File: src/rtl/alu_arbiter.sv
// Round-robin arbiter that shares one clocked 1-bit ALU between two requesters.
// Each accepted request runs ISSUE -> WAIT -> DONE and then returns to IDLE.
module alu_arbiter #(
  parameter int CNT_W = 8
) (
  input  logic             clk,
  input  logic             rst,
  input  logic             req0,
  input  logic             req1,
  input  logic             a0,
  input  logic             a1,
  input  logic             b0,
  input  logic             b1,
  input  logic [1:0]       sel0,
  input  logic [1:0]       sel1,
  output logic             gnt0,
  output logic             gnt1,
  output logic             done0,
  output logic             done1,
  output logic             res0,
  output logic             res1,
  output logic             alu_a,
  output logic             alu_b,
  output logic [1:0]       alu_sel,
  input  logic             alu_out,
  output logic             busy,
  output logic [CNT_W-1:0] op_count
);

  typedef enum logic [1:0] {IDLE, ISSUE, WAIT, DONE} state_t;

  state_t state, state_nxt;
  logic   owner;
  logic   last_gnt;
  logic   any_req;
  logic   win;

  assign any_req = req0 | req1;
  // Requester 0 wins if it asks alone, or if both ask and requester 1 was granted last.
  assign win = (req0 && (!req1 || last_gnt)) ? 1'b0 : 1'b1;

  always_ff @(posedge clk) begin
    if (!rst) state <= IDLE;
    else      state <= state_nxt;
  end

  always_comb begin
    state_nxt = state;
    case (state)
      IDLE:    if (any_req) state_nxt = ISSUE;
      ISSUE:   state_nxt = WAIT;
      WAIT:    state_nxt = DONE;
      DONE:    state_nxt = IDLE;
      default: state_nxt = IDLE;
    endcase
  end

  always_comb begin
    gnt0  = (state == ISSUE) && !owner;
    gnt1  = (state == ISSUE) &&  owner;
    done0 = (state == DONE)  && !owner;
    done1 = (state == DONE)  &&  owner;
    busy  = (state != IDLE);
  end

  // Operands are captured only at acceptance, so later input changes are ignored.
  always_ff @(posedge clk) begin
    if (!rst) begin
      owner    <= 1'b0;
      last_gnt <= 1'b1;
      alu_a    <= 1'b0;
      alu_b    <= 1'b0;
      alu_sel  <= 2'b00;
      res0     <= 1'b0;
      res1     <= 1'b0;
      op_count <= '0;
    end else begin
      if (state == IDLE && any_req) begin
        owner    <= win;
        last_gnt <= win;
        alu_a    <= win ? a1   : a0;
        alu_b    <= win ? b1   : b0;
        alu_sel  <= win ? sel1 : sel0;
      end
      if (state == WAIT) begin
        if (owner) res1 <= alu_out;
        else       res0 <= alu_out;
        op_count <= op_count + {{(CNT_W-1){1'b0}}, 1'b1};
      end
    end
  end

endmodule

File: config.mk
export PLATFORM = sky130hd
export DESIGN_NAME = alu_arbiter
export DESIGN_NICKNAME = d
export VERILOG_FILES = /design/src/rtl/alu_arbiter.sv
export SDC_FILE = /design/constraint.sdc
export NUM_CORES = 1
export LEC_CHECK = 0
export ABC_AREA = 1
export ABC_CLOCK_PERIOD_IN_PS = 1350
export CAP_MARGIN = 20
export CORE_UTILIZATION = 43
export DETAILED_ROUTE_END_ITERATION = 7
export HOLD_SLACK_MARGIN = 0.15
export PLACE_DENSITY = 0.85
export REMOVE_ABC_BUFFERS = 1
export SETUP_SLACK_MARGIN = 0.3
export SYNTH_ARGS = -nofsm -noshare
export SYNTH_HDL_FRONTEND = slang
export SYNTH_SLANG_ARGS = --single-unit
File: constraint.sdc
create_clock -name clk -period 1.35 [get_ports clk]
set_input_delay 0.27 -clock clk [delete_from_list [all_inputs] [get_ports clk]]
set_output_delay 0.27 -clock clk [all_outputs]
set_load 0.01 [all_outputs]
# After elaboration in Yosys (flattened, before gate mapping)
# Cells that the tools add are included.
dict set report classes {
  n_addsub 1
  n_mul 0
  div_mod_pow 0
  magnitude_cmp 0
  eq_ne 4
  shift 0
  mux 6
  n_bitwise 2
  reduce_logical 13
}
# cell n
set ops {}
lappend ops {{8-bit by 1-bit adder with 8-bit output (second input constant)} 1}
lappend ops {{2-bit one-hot mux with 4 select lines} 1}
lappend ops {{1-bit logical AND} 6}
lappend ops {{2-bit == test (second input constant)} 2}
lappend ops {{2-bit two-way mux} 2}
lappend ops {{2-bit AND reduction} 2}
lappend ops {{1-bit two-way mux} 3}
lappend ops {{2-bit by 1-bit == test with 1-bit output (second input constant)} 1}
lappend ops {{1-bit zero test} 2}
lappend ops {{2-bit zero test} 1}
lappend ops {{2-bit inequality test (second input constant)} 1}
lappend ops {{2-bit nonzero test} 1}
lappend ops {{1-bit logical OR} 1}
lappend ops {{1-bit inverter} 1}
lappend ops {{1-bit OR} 1}
dict set report totals {
  ff_bits 18
  latchBits 0
  mem_bits_rw 0
  mem_bits_ro 0
  input_bits 13
  elab_cells 35
  mem_count 0
}

# Depth between registers and ports, before layout
# Gate-level depths: netlist of the first run.
dict set report depth {
  word_depth 4
  ltp_mapped 8
  mapped_depth_nobuf 7
}

# Least setup slack after synthesis of the first run
# No wires, ideal clock.
dict set report synth_timing {
  kind {reg-to-reg}
  startpoint {register state[0]}
  endpoint {register op_count[7]}
  arrival_time_ps 1058
  t_required_ps 1235
  setup_slack_ps 177
  path_stages_with_launch 9
  path_buffers 1
  period_less_slack_ps 1173
  cell_sequence {dfxtp_1 -> inv_1 -> ha_1 -> buf_2 -> nand3_1 -> nor2_1 -> nand3_1 -> nand2_1 -> nor2_1}
}
dict set report synth_via {
  elab_chain_len 1
}
# element line
set synth_rtl {}
lappend synth_rtl {{start: declaration} 32} ;# state_t state, state_nxt;
lappend synth_rtl {{start signal: assignment} 44} ;# else state <= state_nxt;
lappend synth_rtl {{2-bit == test} 85} ;# if (state == WAIT) begin
lappend synth_rtl {{end signal: assignment} 88} ;# op_count <= op_count + {{(CNT_W-1){1'b0}}, 1'b1};
lappend synth_rtl {{end: declaration} 27} ;# output logic [CNT_W-1:0] op_count
# No other way between the ends.
# A chain may end at the register's enable or synchronous reset.

# Worst setup path after layout of the first run
dict set report layout_timing {
  startpoint {register state[0]}
  endpoint {output port done0}
}
dict set report layout_via {
  elab_chain_len 2
}
# element line
set layout_rtl {}
lappend layout_rtl {{2-bit == test} 61} ;# done0 = (state == DONE) && !owner;
lappend layout_rtl {{1-bit logical AND} 61}
lappend layout_rtl {{end: declaration} 18} ;# output logic done0,
# No other way between the ends.

==> load_flow_metrics.sql, run 1 <==
INSERT INTO impl_metrics (metric_group, metric, value, unit) VALUES
('grt', 'global_route_wire_length_before_repair', '4312', 'um'),
('die', 'fp-row-count', '16', ''),
('setup_path', 'timing.critical_path.to_type', 'primary output', ''),
('sta', 'worst-slew-pin-transition', '0.2620', 'ns'),
('yosys', 'ys_types', '15', ''),
('cells_and_area', 'num_antenna_cells', '0', ''),
('cells_and_area', 'final_net_count', '202', ''),
('setup_path', 'worstSetupStartpoint', 'state[0]', ''),
('detailed_routing', 'post_drt_via_cell_ratio', '5.410', ''),
('yosys', 'netlist_instances', '129', ''),
('yosys', 'synth_ff_type', 'sky130_fd_sc_hd__dfxtp_1', ''),
('yosys', 'post_synth_main_area_contributors', 'sky130_fd_sc_hd__dfxtp_1, sky130_fd_sc_hd__inv_1, sky130_fd_sc_hd__nand2_1, sky130_fd_sc_hd__nand3_1, sky130_fd_sc_hd__a21oi_1', ''),
('cells_and_area', 'final_layout_size_suffix_gt1_share', '54.10', '%'),
('sta', 'rsz0062_at_grt', 'yes', ''),
('die', 'floorplan.die.width', '47.52', 'um'),
('sta', 'number_of_max_slew_violations_in_the_final_report', '0', ''),
('clock_tree', 'cts_sinks', '18', ''),
('die', 'floorplan.die.height', '47.52', 'um'),
('clock_tree', 'clock_insertion_delay_worst_skew', '0.32', 'ns'),
('sta', 'timing.final.setup_violations', '12', ''),
('detailed_routing', 'detail_route.drc_violations', '0', ''),
('yosys', 'syn_avg_cell_area', '6.906', 'sq um'),
('setup_path', 'worst-path-max-fanout', '4', ''),
('setup_path', 'r2r.worst_path.cells', '8', ''),
('die', 'pin_count', '32', ''),
('flow_run', 'max_cap_check_violation_count', '0', ''),
('grt', 'antenna_violations_before_repair', '0', ''),
('die', 'initial_utilization', '45.41', '%'),
('clock_tree', 'cts-hold-fix-buffers', '0', ''),
('setup_path', 'timing.setup.critical_path_class', 'flip-flop to primary output', ''),
('placement', 'count_of_port_buffers_added_during_placement', '31', ''),
('setup_path', 'cp_data_required_time', '1.08', 'ns'),
('worst_hold_path', 'hold-path-cell-count', '2', ''),
('clock_tree', 'depth_of_the_cts_h_tree', '1', ''),
('yosys', 'synth_top_cell_by_area', 'sky130_fd_sc_hd__dfxtp_1', ''),
('setup_path', 'critical_path.startpoint_type', 'flip-flop', ''),
('power_and_ir_drop', 'leakagePower', '0.0007588', 'uW'),
('placement', 'final_gp_congestion', '0.7551', ''),
('sta', 'finalWorstSetupSlack', '-0.05720', 'ns'),
('grt', 'global_route.overflow_total', '0', ''),
('clock_tree', 'root_buffer', 'sky130_fd_sc_hd__clkbuf_4', ''),
('yosys', 'ys_warn_count', '0', ''),
('power_and_ir_drop', 'power_frac_clock', '14.4', '%'),
('power_and_ir_drop', 'power.switching', '966.7', 'uW'),
('cells_and_area', 'flow.area_growth_from_synthesis', '83.57', '%'),
('detailed_routing', 'drt-wirelength-per-cell', '16.30', 'um'),
('cells_and_area', 'finalNonFillerCells', '210', ''),
('sta', 'clock_skews', '0.01052', 'ns'),
('setup_path', 'worstPathArrival', '1.14', 'ns'),
('clock_tree', 'cts.clk_slew.worst_paths', '0.11', 'ns'),
('run_status', 'violations_in_the_final_reports', 'negative setup slack', ''),
('sta', 'fin_crit_sh', '104.2', '%'),
('clock_tree', 'tritoncts', 'yes', ''),
('sta', 'setup_total_negative_slack', '-0.4364', 'ns'),
('die', 'die_area', '0.002258', 'sq mm'),
('sta', 'clock_period_minus_worst_slack', '1.407', 'ns'),
('clock_tree', 'cts_buffers', '3', ''),
('sta', 'final_hold_viol_count', '0', ''),
('detailed_routing', 'drtPass1Iterations', '4', ''),
('cells_and_area', 'fillers', '117', ''),
('power_and_ir_drop', 'vdd_ir_drop_max', '0.001373', 'V'),
('yosys', 'synth-edff-count', '0', ''),
('power_and_ir_drop', 'powerDensity', '1492', 'mW/mm^2'),
('grt', 'first_global_vias', '998', ''),
('detailed_routing', 'number_of_drc_markers_after_the_initial_detailed_route_iteration', '20', ''),
('power_and_ir_drop', 'power.share.sequential', '33.9', '%'),
('yosys', 'synth_top_area_share', '40.45', '%'),
('yosys', 'synth.top_cells.by_count', 'sky130_fd_sc_hd__inv_1, sky130_fd_sc_hd__nand2_1, sky130_fd_sc_hd__dfxtp_1, sky130_fd_sc_hd__nand3_1, sky130_fd_sc_hd__nor2_1', ''),
('run_status', 'result_of_the_run', 'finished, violations left', ''),
('worst_hold_path', 'worst_hold_startpoint', 'alu_b', ''),
('clock_tree', 'clockBufferDepth', '2', '');
==> critical path, cell delays in order, from the launching register on <==
cell and delay [ns]:
sky130_fd_sc_hd__dfxtp_4 0.41, sky130_fd_sc_hd__ha_4 0.15, sky130_fd_sc_hd__inv_2 0.04, sky130_fd_sc_hd__nor2_2 0.09, sky130_fd_sc_hd__buf_2 0.13
==> final timing paths <==
check                                  end  slack, ns
worst max register to register  alu_sel[0]      -0.04
worst min-delay path                 alu_b       0.48
worst min register to register       alu_b       0.48
worst max-delay path                 done0      -0.06
==> through the flow <==
| stage | setup WS [ns] | utilization (%) | cell area [sq um] |
|---|---|---|---|
| global placement | -0.1224 | 67.22 | 1319 |
| CTS | -0.03301 | 76.47 | 1500 |
| detailed placement | -0.1707 | 67.22 | 1319 |
| finish | -0.05720 | 83.35 | 1635 |
| floorplan | 0.1681 | - | 877.1 |
| global route | -0.09901 | 83.35 | 1635 |
==> final cells by class <==
class                   instances  area, sq um  area share, %
clock buffers                   4        36.28          2.219
inverters                      25        101.3          6.197
multi-input cells              83        594.3          36.34
flip-flops and latches         18        390.4          23.87
well taps                      27        33.78          2.066
repair buffers                 53        479.2          29.30
==> metal layers <==
metal  wire, um  vias up  track usage, %
met5          0        -               0
met4        163        0           12.00
met3        185       20           6.415
met2       1764       60           52.60
met1       1309      542           30.02
li1           -      514               -
==> what timing repair did <==
item                       CTS  global route
setup buffers                7             2
gates resized for setup    143            24
setup endpoints to repair   37            36
pin swaps                   14             4
==> placed cells by master, fill, tap and decap left out <==
cell	synthesis	layout
sky130_fd_sc_hd__dfxtp_1	18	2
sky130_fd_sc_hd__nor2_1	14	9
sky130_fd_sc_hd__nor2_2	0	2
sky130_fd_sc_hd__inv_2	2	8
sky130_fd_sc_hd__nor3_2	0	2
sky130_fd_sc_hd__a21oi_1	13	10
sky130_fd_sc_hd__o211ai_1	1	1
sky130_fd_sc_hd__a21oi_4	1	2
sky130_fd_sc_hd__o21ai_0	6	1
sky130_fd_sc_hd__o21a_1	1	1
sky130_fd_sc_hd__nand2_1	23	19
sky130_fd_sc_hd__nand3_2	0	2
sky130_fd_sc_hd__buf_6	0	17
sky130_fd_sc_hd__clkdlybuf4s50_1	0	12
sky130_fd_sc_hd__inv_1	23	14
sky130_fd_sc_hd__clkbuf_8	0	1
sky130_fd_sc_hd__o21ai_1	0	1
sky130_fd_sc_hd__nand2_4	0	1
sky130_fd_sc_hd__a21oi_2	0	2
sky130_fd_sc_hd__buf_4	0	19
sky130_fd_sc_hd__dfxtp_2	0	12
sky130_fd_sc_hd__o21ai_2	0	4
sky130_fd_sc_hd__nand2_2	0	3
sky130_fd_sc_hd__dfxtp_4	0	4
sky130_fd_sc_hd__nor3_1	4	2
sky130_fd_sc_hd__nor2_4	0	3
sky130_fd_sc_hd__nand3_4	0	2
sky130_fd_sc_hd__inv_4	0	3
sky130_fd_sc_hd__ha_4	0	4
sky130_fd_sc_hd__nand3_1	15	11
sky130_fd_sc_hd__buf_2	2	5
sky130_fd_sc_hd__clkbuf_4	0	3
sky130_fd_sc_hd__ha_1	5	1
==> logic make-up after synthesis <==
logic type	Yosys count	share of synthesized area, %
AO/OA/AOI/OAI	22	14.19
adder cells (fa/ha/maj)	5	7.022
buffers and inverters	28	12.08
flip-flops	18	40.45
AND/OR/NAND/NOR	56	26.26
==> power groups by stage <==
stage | combinational, uW | clock, uW | sequential, uW
after floorplan | 395 | 0 | 763
after CTS | 1040 | 344 | 799
after global routing | 1350 | 377 | 837
after global placement | 857 | 0 | 732
final | 1260 | 352 | 826
after detailed placement | 880 | 0 | 741
==> sequential cells by signal (all words and copies together), names as in the netlist <==
| signal | cells |
|---|---|
| res1 | 1 |
| alu_b | 1 |
| alu_a | 1 |
| op_count | 8 |
| res0 | 1 |
| state | 2 |
| alu_sel | 2 |
| owner | 1 |
| last_gnt | 1 |
(Power assumes the default switching activity.)
==> run 2: changes to the inputs <==
--- a/config.mk
+++ b/config.mk
@@ -9,6 +9,7 @@
 export ABC_CLOCK_PERIOD_IN_PS = 1350
 export CAP_MARGIN = 20
 export CORE_UTILIZATION = 43
+export CTS_CLUSTER_SIZE = 28
 export DETAILED_ROUTE_END_ITERATION = 7
 export HOLD_SLACK_MARGIN = 0.15
 export PLACE_DENSITY = 0.85
@@ -17,3 +18,4 @@
 export SYNTH_ARGS = -nofsm -noshare
 export SYNTH_HDL_FRONTEND = slang
 export SYNTH_SLANG_ARGS = --single-unit
+export TNS_END_PERCENT = 1
==> constraint.sdc (replaced) <==
create_clock -name clk -period 1.35 [get_ports clk]
set_input_delay 0.27 -clock clk [delete_from_list [all_inputs] [get_ports clk]]
set_output_delay 0.27 -clock clk [all_outputs]
set_load 0.005 [all_outputs]
==> load_flow_metrics.sql, run 2 (synthesis gave the netlist of run 1 again) <==
INSERT INTO impl_metrics (metric_group, metric, value, unit) VALUES
('die', 'initial_utilization', '45.41', '%'),
('clock_tree', 'root_buffer', 'sky130_fd_sc_hd__clkbuf_4', ''),
('clock_tree', 'depth_of_the_cts_h_tree', '1', ''),
('power_and_ir_drop', 'vdd_ir_drop_max', '0.001234', 'V'),
('sta', 'fin_crit_sh', '105.4', '%'),
('clock_tree', 'clockBufferDepth', '2', ''),
('placement', 'dpl.hpwl', '1647', 'um'),
('cells_and_area', 'max_ffs_per_register', '8', ''),
('sta', 'timing.final.setup_violations', '12', ''),
('run_status', 'violations_in_the_final_reports', 'negative setup slack', ''),
('setup_path', 'worstPathArrival', '1.15', 'ns'),
('die', 'die_area', '0.002258', 'sq mm'),
('clock_tree', 'cts.clk_slew.worst_paths', '0.11', 'ns'),
('setup_path', 'worstSetupStartpoint', 'state[1]', ''),
('cells_and_area', 'final_layout_size_suffix_gt1_share', '50.00', '%'),
('setup_path', 'regToRegStartpoint', 'state[0]', ''),
('detailed_routing', 'total_wire_length_after_detailed_routing', '2730', 'um'),
('clock_tree', 'cts_buffers', '3', ''),
('setup_path', 'endpoint_of_the_most_critical_register_to_register_path', 'op_count[5]', ''),
('grt', 'grt_max_degree', '11', ''),
('flow_run', 'max_cap_check_violation_count', '0', ''),
('detailed_routing', 'post_drt_via_cell_ratio', '5.096', ''),
('placement', 'final_gp_congestion', '0.7527', ''),
('placement', 'dpl.cell_count', '197', ''),
('die', 'floorplan.die.height', '47.52', 'um'),
('die', 'floorplan.die.width', '47.52', 'um'),
('power_and_ir_drop', 'powerDensity', '1481', 'mW/mm^2'),
('grt', 'global_route.overflow_total', '0', ''),
('placement', 'count_of_port_buffers_added_during_placement', '31', ''),
('cells_and_area', 'largestRegisters', 'op_count x8, alu_sel x2, state x2', ''),
('sta', 'final_hold_viol_count', '0', ''),
('die', 'fp-row-count', '16', ''),
('detailed_routing', 'ant_nets', '0', ''),
('cells_and_area', 'num_antenna_cells', '0', ''),
('cells_and_area', 'final_net_count', '201', ''),
('sta', 'rsz0062_at_grt', 'yes', ''),
('worst_hold_path', 'timing.hold.worst.class', 'flip-flop to flip-flop', ''),
('grt', 'antenna_violations_before_repair', '0', ''),
('grt', 'groute.usage.overall', '26.92', '%'),
('sta', 'clock_period_minus_worst_slack', '1.423', 'ns'),
('cells_and_area', 'flow.area_growth_from_synthesis', '74.44', '%'),
('power_and_ir_drop', 'leakagePower', '0.0007299', 'uW'),
('setup_path', 'timing.critical_path.to_type', 'primary output', ''),
('detailed_routing', 'detail_route.drc_violations', '0', ''),
('detailed_routing', 'drt-wirelength-per-cell', '13.06', 'um'),
('setup_path', 'critical_path.startpoint_type', 'flip-flop', ''),
('sta', 'worst-slew-pin-transition', '0.2212', 'ns'),
('placement', 'pre_cts_slack', '-0.1159', 'ns'),
('run_status', 'result_of_the_run', 'finished, violations left', ''),
('power_and_ir_drop', 'total_power', '2301', 'uW'),
('setup_path', 'ff2ff_setup_slack', '-0.04', 'ns'),
('cells_and_area', 'largest_register', 'op_count', ''),
('setup_path', 'cp_data_required_time', '1.08', 'ns'),
('setup_path', 'worst_setup_path_endpoint', 'gnt1', ''),
('die', 'pin_count', '32', ''),
('grt', 'global_route_wire_length_before_repair', '4209', 'um'),
('sta', 'max-slew-margin-rel', '85.22', '%'),
('setup_path', 'timing.setup.critical_path_class', 'flip-flop to primary output', ''),
('setup_path', 'worst-path-max-fanout', '2', ''),
('grt', 'first_global_vias', '995', ''),
('sta', 'clock_skews', '0.002549', 'ns'),
('clock_tree', 'tritoncts', 'yes', ''),
('cells_and_area', 'finalNonFillerCells', '209', ''),
('clock_tree', 'cts_sinks', '18', ''),
('die', 'fp.coreArea', '0.001962', 'sq mm'),
('detailed_routing', 'drtPass1Iterations', '4', ''),
('sta', 'max_freq', '702.8', 'MHz'),
('detailed_routing', 'number_of_drc_markers_after_the_initial_detailed_route_iteration', '22', ''),
('sta', 'finalWorstSetupSlack', '-0.07298', 'ns'),
('setup_path', 'r2r.worst_path.cells', '8', ''),
('cells_and_area', 'layout.cells.most_common', 'sky130_fd_sc_hd__nand2_1', ''),
('sta', 'setup_total_negative_slack', '-0.5090', 'ns'),
('detailed_routing', 'num_vias', '1065', ''),
('sta', 'number_of_max_slew_violations_in_the_final_report', '0', ''),
('cells_and_area', 'layout.cells.most_common_list', 'sky130_fd_sc_hd__nand2_1, sky130_fd_sc_hd__buf_4, sky130_fd_sc_hd__inv_1', ''),
('clock_tree', 'clock_insertion_delay_worst_skew', '0.30', 'ns');
==> run 2: cell type report <==
type / count / area (sq um)
multi-input combinational: 83 / 556.8
timing repair buffer: 52 / 437.9
fill: 134 / 407.9
sequential: 18 / 385.4
inverter: 25 / 103.9
clock buffer: 4 / 36.28
tap: 27 / 33.78
==> run 2: per-layer routing <==
metal	global-route usage [%]	up-vias	wire length, um
li1	-	515	-
met1	30.95	511	1127
met2	47.67	32	1453
met3	6.038	7	110
met4	11.43	0	39
met5	0	-	0
==> run 2: worst min path at each step <==
stage | cells after the start | end | slack (ns) | startpoint
after floorplan | 1 | last_gnt | 0.37 | rst
after global placement | 2 | alu_a | 0.45 | alu_a
after detailed placement | 2 | alu_sel[0] | 0.46 | alu_sel[0]
after CTS | 2 | alu_sel[0] | 0.46 | alu_sel[0]
after global routing | 2 | alu_sel[0] | 0.48 | alu_sel[0]
final | 2 | alu_sel[0] | 0.47 | alu_sel[0]
==> run 2: critical path: stages (launching register included) <==
cell                      delay (ns)
sky130_fd_sc_hd__dfxtp_2        0.35
sky130_fd_sc_hd__buf_6          0.11
sky130_fd_sc_hd__inv_6          0.04
sky130_fd_sc_hd__ha_4           0.15
sky130_fd_sc_hd__nand2_1        0.06
sky130_fd_sc_hd__inv_1          0.03
sky130_fd_sc_hd__buf_2          0.11
==> run 2: metrics by stage <==
step / hold slack (ns) / cell area (sq um) / utilization [%]
3_5_place_dp: 0.4634 / 1319 / 67.22
2_1_floorplan: 0.3686 / 877.1 / -
3_3_place_gp: 0.4537 / 1319 / 67.22
5_1_grt: 0.4825 / 1554 / 79.21
6_report: 0.4675 / 1554 / 79.21
4_1_cts: 0.4614 / 1478 / 75.32
==> run 2: what timing repair did <==
action / 4_1_cts / 5_1_grt
hold buffers: 0 / 0
gates cloned: 0 / 0
gates resized for setup: 134 / 16
pin swaps: 27 / 9
setup endpoints to repair: 37 / 32
buffers inserted: 8 / 0
==> run 2: power breakdown <==
part | internal [uW] | switching (uW) | leakage (uW) | total, uW
combinational | 596 | 622 | 0.000554 | 1220
sequential | 661 | 72.0 | 0.000155 | 733
clock | 165 | 185 | 0.0000210 | 349
total | 1420 | 879 | 0.000730 | 2300
